**config.mk**
```make
export PLATFORM = sky130hd
export DESIGN_NAME = sbentsrc_reader
export DESIGN_NICKNAME = d
export VERILOG_FILES = /design/src/rtl/sbentsrc_reader.sv
export SDC_FILE = /design/constraint.sdc
export NUM_CORES = 1
export LEC_CHECK = 0
export ABC_CLOCK_PERIOD_IN_PS = 4700
export CORE_ASPECT_RATIO = 1.4
export CORE_MARGIN = 1
export CORE_UTILIZATION = 40
export CTS_CLUSTER_SIZE = 40
export DETAILED_ROUTE_END_ITERATION = 12
export PLACE_DENSITY = 0.61
export SETUP_SLACK_MARGIN = 0.05
export SLEW_MARGIN = 20
export SYNTH_ARGS = -nofsm -noshare
export SYNTH_HDL_FRONTEND = slang
export SYNTH_SLANG_ARGS = --single-unit
export TNS_END_PERCENT = 20
```
**constraint.sdc**
```tcl
create_clock -name i_clk -period 4.7 [get_ports i_clk]
set_clock_uncertainty 0.05 [all_clocks]
set_input_delay 0.94 -clock i_clk [delete_from_list [all_inputs] [get_ports i_clk]]
set_output_delay 0.94 -clock i_clk [all_outputs]
set_load 0.05 [all_outputs]
```
**src/rtl/sbentsrc_reader.sv**
```systemverilog
// Consumer of the sbentsrc raw-bit stream: online health tests, warm-up discard, LSB-first packing.
// SBENTSRC_READER_DROPCNT_EN adds o_drop_cnt, a saturating count of words lost to backpressure.
module sbentsrc_reader #(
  parameter int RNG_WIDTH  = 4,
  parameter int OUT_WIDTH  = 32,
  parameter int WARMUP     = 16,
  parameter int RCT_CUTOFF = 8,
  parameter int APT_WINDOW = 64,
  parameter int APT_CUTOFF = 40
) (
  input  logic                 i_clk,
  input  logic                 i_reset,
  input  logic                 i_en,
  input  logic [RNG_WIDTH-1:0] i_raw,
  output logic [OUT_WIDTH-1:0] o_data,
  output logic                 o_valid,
  input  logic                 i_ready,
  output logic                 o_alarm,
  output logic                 o_alarm_rct,
  output logic                 o_alarm_apt,
`ifdef SBENTSRC_READER_DROPCNT_EN
  output logic [7:0]           o_drop_cnt,
`endif
  output logic                 o_busy
);

  localparam int K   = OUT_WIDTH / RNG_WIDTH;
  localparam int KW  = (K > 1) ? $clog2(K) : 1;
  localparam int WW  = (WARMUP > 1) ? $clog2(WARMUP) : 1;
  localparam int RCW = $clog2(RCT_CUTOFF + 1);
  localparam int ACW = $clog2(APT_CUTOFF + 1);
  localparam int AIW = $clog2(APT_WINDOW);

  typedef enum logic [1:0] {S_IDLE, S_WARMUP, S_RUN, S_ALARM} state_t;
  state_t state, state_nxt;

  logic                 sample, rct_fail, apt_fail, fail;
  logic                 warm_last, word_done, out_free;
  logic [RCW-1:0]       rct_cnt, rct_nxt;
  logic [RNG_WIDTH-1:0] rct_last, apt_ref;
  logic [ACW-1:0]       apt_cnt, apt_nxt;
  logic [AIW-1:0]       win_idx;
  logic [WW-1:0]        warm_cnt;
  logic [KW-1:0]        part_cnt;
  logic [OUT_WIDTH-1:0] part, word_nxt;

  assign sample    = i_en && (state == S_WARMUP || state == S_RUN);
  assign warm_last = (32'(warm_cnt) == WARMUP - 1);
  assign word_done = (32'(part_cnt) == K - 1);
  assign out_free  = !o_valid || i_ready;

  // rct_cnt==0 only before the first sample after reset
  always_comb begin
    rct_nxt = (rct_cnt == '0 || i_raw != rct_last) ? RCW'(1) : rct_cnt + RCW'(1);
    if (win_idx == '0)        apt_nxt = ACW'(1);
    else if (i_raw == apt_ref) apt_nxt = apt_cnt + ACW'(1);
    else                       apt_nxt = apt_cnt;
    rct_fail = sample && (rct_nxt == RCW'(RCT_CUTOFF));
    apt_fail = sample && (apt_nxt == ACW'(APT_CUTOFF));
    fail     = rct_fail || apt_fail;
    word_nxt = part;
    word_nxt[int'(part_cnt)*RNG_WIDTH +: RNG_WIDTH] = i_raw;
  end

  always_ff @(posedge i_clk) begin
    if (i_reset) state <= S_IDLE;
    else         state <= state_nxt;
  end

  always_comb begin
    state_nxt = state;
    case (state)
      S_IDLE:   if (i_en) state_nxt = (WARMUP == 0) ? S_RUN : S_WARMUP;
      S_WARMUP: if (fail) state_nxt = S_ALARM;
                else if (sample && warm_last) state_nxt = S_RUN;
      S_RUN:    if (fail) state_nxt = S_ALARM;
      default:  state_nxt = state;
    endcase
  end

  always_ff @(posedge i_clk) begin
    if (i_reset) begin
      rct_cnt     <= '0;
      rct_last    <= '0;
      apt_cnt     <= '0;
      apt_ref     <= '0;
      win_idx     <= '0;
      warm_cnt    <= '0;
      part_cnt    <= '0;
      part        <= '0;
      o_data      <= '0;
      o_valid     <= 1'b0;
      o_alarm_rct <= 1'b0;
      o_alarm_apt <= 1'b0;
`ifdef SBENTSRC_READER_DROPCNT_EN
      o_drop_cnt  <= '0;
`endif
    end else begin
      if (sample) begin
        rct_last <= i_raw;
        rct_cnt  <= rct_nxt;
        apt_cnt  <= apt_nxt;
        if (win_idx == '0) apt_ref <= i_raw;
        win_idx  <= (32'(win_idx) == APT_WINDOW - 1) ? '0 : win_idx + AIW'(1);
        if (state == S_WARMUP) warm_cnt <= warm_cnt + WW'(1);
      end
      if (o_valid && i_ready) o_valid <= 1'b0;
      // a failing sample kills the partial word and any unaccepted output
      if (fail) begin
        o_alarm_rct <= o_alarm_rct | rct_fail;
        o_alarm_apt <= o_alarm_apt | apt_fail;
        o_valid     <= 1'b0;
        part        <= '0;
        part_cnt    <= '0;
      end else if (sample && state == S_RUN) begin
        if (word_done) begin
          part     <= '0;
          part_cnt <= '0;
          if (out_free) begin
            o_data  <= word_nxt;
            o_valid <= 1'b1;
          end
`ifdef SBENTSRC_READER_DROPCNT_EN
          else if (o_drop_cnt != 8'hFF) o_drop_cnt <= o_drop_cnt + 8'd1;
`endif
        end else begin
          part     <= word_nxt;
          part_cnt <= part_cnt + KW'(1);
        end
      end
    end
  end

  assign o_alarm = o_alarm_rct | o_alarm_apt;
  assign o_busy  = (state == S_WARMUP) || (state == S_RUN);

endmodule

```
==> run metrics <==
Post-synth EDFFs 0; dpl cell area approximately 0.0057 mm2; first-pass GRT wire length 18.7 mm; crit path kind in -> reg; clk buf depth 2; hold buffer count at cts 0; Largest stage delay, worst path around 0.87 ns; Worst-path clk slew around 0.060 ns; clk root buf clkbuf_16; final setup fails 0; cell repeated most along the worst path buf_4; Clk pwr share between 30% and 40%; TNS Setup 0 ns; Max Fclk around 280 MHz; Final Wtd Congestion slightly above 0.8; worst-path cell chain clkdlybuf4s50_1 > xor2_1 > nor4_2 > buf_4 > mux2_4 > nand2_1 > o211ai_2 > buf_4 > nor2_1; HPWL after DPL 7.95 mm; post-CTS setup buffer count 0; input/output buffers 44; drt wl/cell 14.7 um; required time worst endpoint 4.89 ns; NetSw about 0.0007 W; Routed Antenna Nets 0; Mapped Cells 582; data arrival time of the critical path 3.72 ns; Power per Cell Area roughly 380 mW/mm2; vias per inst around 5.3; Multi-input gate area 0.00291 mm2; H-tree depth 3; # rows 48; Total GRT Usage roughly 18%; Synth warnings 0; fin crit period approximately 3.5 ns; register share of total power 40.8%; combinational power share roughly 22%; critical-path cell with the highest stage delay o211ai_2; fill cell count ~1200; Critical Path Start i_raw[0]; VDD IR max ~0.35 mV; Clock Sinks 100; Final Hold Viols 0; layout cell share with drive strength beyond 1 10.7%; total of max-cap violations 0; CTS tree built; area of the core region ~0.012 mm2; Layout area overhead 16.9%; Reg2Reg Depth 9; most common cell after layout, fill and taps aside dfxtp_1; Hold Crit Start rct_last[3]$_SDFFE_PP0P_; fin area roughly 0.006 mm2; period utilization 75.3%; initial drt markers 129; Starting Density approximately 41%; Remaining Overflow, GRT 0; DRC viols 1; Chip Height 136 um; clock latency on the worst-skew pair 0.35 ns; Stages on worst setup path 9; worst hold-check path type reg -> reg; drt first pass iters 8; switching share of total power a little under a third; worst slew pin tran 1.04 ns; TritonCTS Buffers 9; area of the mapped netlist 0.00516 mm2; reg2reg start state[0]$_SDFFE_PP0P_; buffers and inverters on the worst path 3; Max Slew Vio Count 0; startpoint types input pin; internal power 0.00160 W; DRT Wirelength around 11 mm; die area 0.0134 mm2; mean post-synth cell area between 8 and 9 um2; unrepaired setup endpoints after global routing no; Hold Path Stages 2; Net Count, Synth just over 600; register area roughly 0.002 mm2; Cell variety after synth approximately 50; initial antenna violation count 0; failing checks design-rule violations; CP max FO 23; Final #Nets 637; register area share after synthesis between 30% and 40%; Critical Path End Type flop; Die Span X 98.0 um; pin count of the biggest net entering global routing 86; I/O pin count 45; synthesized flop and latch total 100; Leakage approximately 2.4 nW; critical path's top delay family buffers and inverters; post-CTS sizing 0; top_reg_cell synth dfxtp_1; asr flop ratio synth 0%; vias in the first global route 3963; status complete, but fails checks; via count between 4000 and 5000; # diodes 0; most frequent cells in the layout dfxtp_1, nor2_1, clkdlybuf4s50_1; Worst slew margin 30.1%
-- path summary, 6_finish.rpt --
| kind | endpoint | slack [ns] |
|---|---|---|
| worst max-delay path | part[20]$_SDFFE_PP0P_ | 1.16 |
| worst min-delay path | rct_last[3]$_SDFFE_PP0P_ | 0.42 |
| worst max register to register | part[20]$_SDFFE_PP0P_ | 1.63 |
| worst min register to register | rct_last[3]$_SDFFE_PP0P_ | 0.42 |
-- cell families (layout without fill, tap and decap cells) --
family          count (synthesis)  after routing  synth area share (%)
buf+inv                        52             86                  4.73
compound gates                 99             99                  13.0
mux                            62             62                  14.4
simple gates                  237            237                  22.4
flops                         100            100                  38.8
fa+ha+maj                      17             17                  4.12
xor+xnor                       15             15                  2.55
-- worst register-to-register path, stage by stage (launching register included) --
cell       delay [ns]
dfxtp_1          0.39
inv_1            0.08
ha_1             0.37
nand2_1          0.20
or3_1            0.37
a2111oi_2        0.53
inv_1            0.14
o211ai_2         0.41
buf_4            0.36
nor2_1           0.07
-- sequential cells by signal, indices dropped and copies added (netlist names) --
register,count
apt_cnt,6
apt_ref,4
o_alarm_apt,1
o_alarm_rct,1
o_data,32
o_valid,1
part,32
part_cnt,3
rct_cnt,4
rct_last,4
state,2
warm_cnt,4
win_idx,6
-- power by group through the flow --
stage	clock, W	combinational (W)	sequential [W]
2_1_floorplan	0	0.000398	0.000942
3_3_place_gp	0	0.000506	0.000954
3_5_place_dp	0	0.000514	0.000957
4_1_cts	0.000870	0.000519	0.000937
5_1_grt	0.000907	0.000574	0.000945
6_report	0.000846	0.000516	0.000938
-- layer usage --
metal / wire (um) / up-vias / track usage [%]
li1: - / 2039 / -
met5: 0 / - / 0
met2: 6050 / 42 / 33.8
met4: 151 / 0 / 5.89
met1: 4830 / 1931 / 19.5
met3: 237 / 10 / 3.29
-- per-stage QoR --
step,setup WS [ns],total power [W],std cells,hold slack [ns],utilization [%]
after floorplan,1.84,0.00134,582,0.398,-
after global placement,0.880,0.00146,751,0.402,45.8
after detailed placement,0.803,0.00147,751,0.415,45.8
after CTS,1.17,0.00233,766,0.425,48.5
after global routing,0.958,0.00243,766,0.444,48.5
final,1.16,0.00230,766,0.417,48.5
-- synth_stat cells (all sizes together) (3+ instances only) --
cell	number	area, um2
nor3	5	25.0
clkbuf	22	82.6
or3	3	18.8
nand2	42	158
nand3	7	35.0
inv	17	63.8
nor3b	4	30.0
nor4	3	31.3
nand2b	6	37.5
nor2b	36	225
o21ai	21	116
ha	17	213
nor2	95	357
a21oi	32	160
a22oi	14	105
mux2	37	492
xnor2	4	35.0
dfxtp	100	2000
xor2	11	96.3
a2bb2oi	16	140
or2	4	25.0
nand4	5	31.3
and2	18	113
mux2i	25	250
buf	13	97.6
-- final cells by class --
| cell class | count | share of cell area (%) |
|---|---|---|
| multi-input combinational | 430 | 48.3 |
| tap | 150 | 3.11 |
| inverter | 17 | 1.06 |
| clock buffer | 10 | 3.97 |
| timing repair buffer | 54 | 8.68 |
| clock inverter | 5 | 1.66 |
| sequential | 100 | 33.2 |
(Power assumes the default switching activity.)
